$ cat config.mk
export PLATFORM = sky130hd
export DESIGN_NAME = input_debouncer
export DESIGN_NICKNAME = d
export VERILOG_FILES = /design/src/rtl/input_debouncer.sv
export SDC_FILE = /design/constraint.sdc
export NUM_CORES = 1
export LEC_CHECK = 0
export ABC_AREA = 1
export CAP_MARGIN = 20
export CORE_UTILIZATION = 30
export CTS_CLUSTER_SIZE = 10
export DETAILED_ROUTE_END_ITERATION = 10
export PLACE_DENSITY_LB_ADDON = 0.2
export SLEW_MARGIN = 20
export SYNTH_ARGS = -nofsm -noshare
export SYNTH_HDL_FRONTEND = slang
export SYNTH_SLANG_ARGS = --single-unit
$ cat constraint.sdc
create_clock -name clk -period 1.2 [get_ports clk]
set_input_delay 0.24 -clock clk [delete_from_list [all_inputs] [get_ports clk]]
set_output_delay 0.24 -clock clk [all_outputs]
set_load 0.005 [all_outputs]
$ cat src/rtl/input_debouncer.sv
// input_debouncer: synchronizes a raw asynchronous input and commits a new level only after
// STABLE_CYCLES consecutive matching samples, with registered rise/fall strobes and busy flag.
module input_debouncer #(
   parameter int SYNC_STAGES   = 2,
   parameter int STABLE_CYCLES = 16,
   parameter int CNT_W         = 8
) (
   input  logic clk,
   input  logic reset,
   input  logic raw_in,
   input  logic enable,
   output logic level_out,
   output logic rise_pulse,
   output logic fall_pulse,
   output logic busy
);
   // bit 1 is the committed level, bit 0 marks a stability check in progress
   localparam logic [1:0] IDLE_LOW   = 2'b00;
   localparam logic [1:0] CHECK_HIGH = 2'b01;
   localparam logic [1:0] IDLE_HIGH  = 2'b10;
   localparam logic [1:0] CHECK_LOW  = 2'b11;
   logic [SYNC_STAGES-1:0] sync;
   logic [1:0] state, state_n;
   logic [CNT_W-1:0] cnt, cnt_n;
   logic sync_q, target, match, done, commit;
   assign sync_q = sync[SYNC_STAGES-1];
   assign target = ~state[1];
   assign match  = sync_q == target;
   assign done   = state[0] ? cnt == CNT_W'(STABLE_CYCLES - 1) : STABLE_CYCLES == 1;
   assign commit = enable && match && done;
   assign level_out = state[1];
   assign busy      = state[0];
   always_comb begin
      state_n = !enable || !match ? {state[1], 1'b0} : done ? {~state[1], 1'b0} : {state[1], 1'b1};
      cnt_n   = !enable || !match || done ? '0 : cnt + 1'b1;
   end
   always_ff @(posedge clk or posedge reset) begin
      if (reset) begin
         sync       <= '0;
         state      <= IDLE_LOW;
         cnt        <= '0;
         rise_pulse <= 1'b0;
         fall_pulse <= 1'b0;
      end else begin
         sync       <= {sync[SYNC_STAGES-2:0], raw_in};
         state      <= state_n;
         cnt        <= cnt_n;
         rise_pulse <= commit && target;
         fall_pulse <= commit && !target;
      end
   end
   logic unused_states;
   assign unused_states = ^{CHECK_HIGH, IDLE_HIGH, CHECK_LOW};
endmodule

## Word-level counts from Yosys, hierarchy flattened

Index checks and enable logic that the tools add are counted.

- Word-level logic and storage cells: 24
- Register bits: 14
- Input bits: 4

- Add/sub/neg operators: 1
- Reduce and logical (&&, ||, !) cells: 9
- Muxes and demuxes: 4
- Equal/unequal tests: 2
- Bitwise logic cells: 2

Operators by type and width:

| operator | number |
|---|---|
| $add 8x1->8 const B | 1 |
| $eq 8x4->1 const B | 1 |
| $mux 8 | 1 |
| $logic_and 1x1->1 | 4 |
| $mux 1 | 3 |
| $logic_not 1->1 | 2 |
| $logic_or 1x1->1 | 2 |
| $not 1->1 | 2 |
| $reduce_and 2->1 | 1 |
| $eq 1x1->1 | 1 |

## Longest topological paths before layout

Gate-level depths: netlist (run 1).

- Depth in word-level cells: 6
- Gate-level depth with buffers: 7

## Least setup slack after synthesis (run 1)

No wires, ideal clock.

- Path kind: register -> register
- Start: register cnt[0]
- End: register cnt[2]
- Stages on the path, launching flop included: 7
- Required time: 1080 ps
- Buffers on the path: 0
- Period minus slack after synthesis: 1087 ps
- Path slack: 113 ps
- Arrival: 967 ps
- Cells stage by stage: dfrtp_1 > ha_1 > nand2_1 > nor2_2 > nand2_2 > nand2_4 > nor2_1

- Cells in the longest elaborated chain, start to end: 4

RTL lines:

| what | line | RTL |
|---|---|---|
| start: declaration | 24 | `logic [CNT_W-1:0] cnt, cnt_n;` |
| start signal: assignment | 47 | `cnt <= cnt_n;` |
| branches (longest 3 deep; another with $add 8x1->8) | -- |  |
| $mux 8 (*) | 35 | `cnt_n = !enable \|\| !match \|\| done ? '0 : cnt + 1'b1;` |
| via cnt_n[2] | 24 |  |

Mark *: on every way through the listed nets, which the timed path passes.
A chain may end at the register's enable or synchronous reset.

## Final worst setup path (run 1)

- Start: register state[1]
- End: register state[1]

- Cells in the longest elaborated chain, start to end: 6

RTL lines:

| what | line | RTL |
|---|---|---|
| start: declaration | 23 | `logic [1:0] state, state_n;` |
| start signal: assignment | 46 | `state <= state_n;` |
| $not 1->1 (*) | 27, 34 |  |
| $eq 1x1->1 | 28 | `assign match = sync_q == target;` |
| $logic_not 1->1 | 34 | `state_n = !enable \|\| !match ? {state[1], 1'b0} : done ? {~state[1], 1'b0} : {state[1], 1'b1};` |
| $logic_or 1x1->1 | 34 |  |
| $not 1->1 (no source line) | -- |  |
| $reduce_and 2->1 (no source line) | -- |  |

Every way passes the cells marked *; elsewhere a longest branch is shown, timed or not.

==> impl_metrics.yaml, run 1 <==
yosys:
  unique_masters_post_synth: 13
  dominant_cell_by_count_in_the_synthesized_netlist: "nand2_1"
  postSynth.asyncResetShare: 1.000
  synth-edff-count: 0
  synth_sequential_area_ratio: 0.5657
  cell_taking_the_most_area_after_synthesis: "dfrtp_1"
  synthCells: 71
  ys_warn_count: 0
  synth_commonest_cells: "nand2_1, dfrtp_1, nor2_1"
  ys_seq_elements: 14
  synth_top_cells_by_area: "dfrtp_1, nand2_1, nor2_1"
  mappedNetlistArea_um2: 619.3
  yosys_top_cell_area_share: 0.5657
  mappedNetlistNets: 76
  synthFlopType: "dfrtp_1"
  postSynthAreaPerCell_um2: 8.723
detailed_routing:
  drt-total-wl_mm: 1.109
  met1_length_um: 528
  via_count: 455
  met3RoutedLength_um: 27
  final_antenna_net_count: 0
  first_pass_iters: 3
  average_routed_wire_per_standard_cell_um: 9.643
  amount_of_wire_on_met2_after_detailed_routing_um: 540
  topRoutingLayerUsed: "met4"
  route.detailed.vias_per_inst: 3.957
  drt_first_iter_violations: 1
  drc_errors: 0
floorplan:
  die_height_um: 47.44
  num_io_pins: 8
  core_um2: 1942
  start_util: 0.3189
  design.die.area_um2: 2250
  die_width_um: 47.44
  floorplan.rows: 16
setup_path:
  critical_path.max_fanout: 3
  worstSetupPathDepth: 6
  worst_path_dominant_cell_family: "flip-flops"
  slowest_delay_ps: 410
  critPathCapture: "state[1]"
  timing.critical_path.from: "state[1]"
  timing.critical_path.arrival_ps: 1330
  path_cells: "buf_6 > buf_4 > nor2_4 > nor2_4 > nand4_1 > nand2_1"
  critPathSlowestCell: "dfrtp_1"
  timing.critical_path.buf_inv: 2
  critical_path.most_common_cell: "nor2_4"
  cp-start-kind: "register"
  timing.critical_path.to_type: "register"
  worst-endpoint-required_ps: 1380
  setup.worst_path.class: "reg2reg"
  endpoint_of_the_most_critical_register_to_register_path: "state[1]"
  rr_worst_depth: 6
  ff2ff_setup_slack_ps: 50
  regToRegStartpoint: "state[1]"
clocking:
  tritoncts: "yes"
  cts_root_buf: "clkbuf_4"
  tritoncts.num_buffers: 3
  path_clk_slew_ps: 100
  clock_sink_count: 14
  htreeDepth: 1
  cts_buffer_depth: 2
  holdBufCountCts: 0
  clk_latency_ps: 290
cells_and_area:
  antenna_cell_count: 0
  area_delta_synth_final_pct: 35.35
  count_of_nets_after_finishing: 94
  layout-drive-gt1-share: 0.2500
  finalCoreUtilization: 0.4317
pwr:
  worst_vdd_rail_ir_drop_v: 0.0005884
  power.leakage_uw: 0.0004159
  p_per_area_nw_per_um2: 1065
timing:
  post-route-period-util: 0.9615
  whs_ps: 238.8
  layout_setup_ws_ps: 46.24
  period_needed_ps: 1154
  maxSlewViolCount: 0
  fin_worst_skew_ps: 6.217
  max_slew_headroom_at_the_worst_pin: 0.8799
  fmax_ghz: 0.8667
  setup-tns-final_ps: 0
  tightest_slew_ps: 180.1
  finalHoldViolCount: 0
  unrepaired_setup_endpoints_after_global_routing: "yes"
  finalSetupViolations: 0
place:
  place.detailed.hpwl_um: 779.5
  placement.setup.worst_slack_ps: -78.96
  port-buffer-count: 7
  gp_congestion: 0.6740
hold_path:
  min_path_type: "in2async"
grt:
  antenna_found_initial: 0
  grt_start_max_net_pins: 15
  vias_in_the_first_global_route: 398
  grt_pass1_wl_mm: 1.766
  globalRoute.totalOverflow: 0
  gr-usage-all-layers: 0.1226
outcome:
  outcome: "complete, no violations"
job:
  max_cap_viol_count: 0
-- timing repair --
item | CTS | global route
setup endpoints to repair | 4 | 14
pin swaps | 0 | 3
resized for setup | 4 | 12
buffers inserted | 2 | 0
cloned | 0 | 0
-- per-stage QoR --
| step | power, µW | cells | instance area (µm²) |
|---|---|---|---|
| finish | 892.7 | 115 | 838.3 |
| global route | 938.7 | 115 | 838.3 |
| CTS | 899.8 | 115 | 799.5 |
| detailed placement | 542.9 | 109 | 753.2 |
| global placement | 541.9 | 109 | 753.2 |
| floorplan | 516.6 | 71 | 619.3 |
-- cell families (layout without fill, tap and decap cells) --
logic type,Yosys count,in the layout,synth area share
DFF,14,14,0.5657
buffers and inverters,11,28,0.06667
and+or+nand+nor,41,41,0.2970
xor gates and xnor gates,3,3,0.04243
adders and majority gates,1,1,0.02020
AOI/OAI and AO/OA,1,1,0.008073
-- sequential cells by signal, summed over array words and instances, names as in the netlist --
name	cells
fall_pulse	1
cnt	8
state	2
rise_pulse	1
sync	2
-- worst min-delay path by stage --
stage	startpoint	slack [ps]	endpoint
floorplan	reset	130	cnt[0]
global placement	sync[0]	330	sync[1]
detailed placement	sync[0]	340	sync[1]
CTS	reset	230	cnt[2]
global route	reset	260	cnt[3]
finish	reset	240	cnt[3]
-- layer usage --
metal  vias up  GRT usage
met5         -          0
met4         0    0.08571
met3         2    0.03396
met2         6     0.1808
met1       202     0.1551
li1        245          -
-- cell usage in the layout, fill, tap and decap left out, types with 3 or more instances in the layout --
cell and count:
nor2_4 3, nor2_1 12, buf_4 5, inv_1 11, dfrtp_1 14, clkdlybuf4s50_1 3, nand2_2 4, nand3_1 4
nand2_1 13, clkbuf_4 3
-- report_power, final --
group          leakage (µW)  total, µW  switching [µW]  internal [µW]
Combinational      0.000206       53.6            27.5           26.1
Sequential         0.000189        485            5.22            480
Clock             0.0000210        354             170            185
-- final cells by class --
cell class | count | area [µm²]
fillers | 211 | 1104
flip-flops and latches | 14 | 350.3
multi-input cells | 46 | 260.3
repair buffers | 13 | 116.4
inverters | 11 | 41.29
clock buffers | 4 | 36.28
well taps | 27 | 33.78
-- tightest hold or removal path: stages --
cell,delay (ps)
clkdlybuf4s50_1,400
inv_1,50
buf_4,210
Note: power is estimated with default switching activity, not from simulation.
==> inputs of run 2 (changes only) <==
Settings changed: MAX_ROUTING_LAYER set to met4.
==> results of run 2 <==
No change in the layout: final DEF, timing and power equal those of run 1.
Main changes from that run: final weighted congestion in routability-driven placement 0.6740 -> 0.6807; overall routing resource usage 0.1226 -> 0.1266
==> inputs of run 3 (changes only) <==
Settings changed: HOLD_SLACK_MARGIN set to 0.15.
==> results of run 3 <==
No change in the layout: final DEF, timing and power equal those of run 1.
Main changes from that run: final weighted congestion in routability-driven placement 0.6740 -> 0.6807; overall routing resource usage 0.1226 -> 0.1266
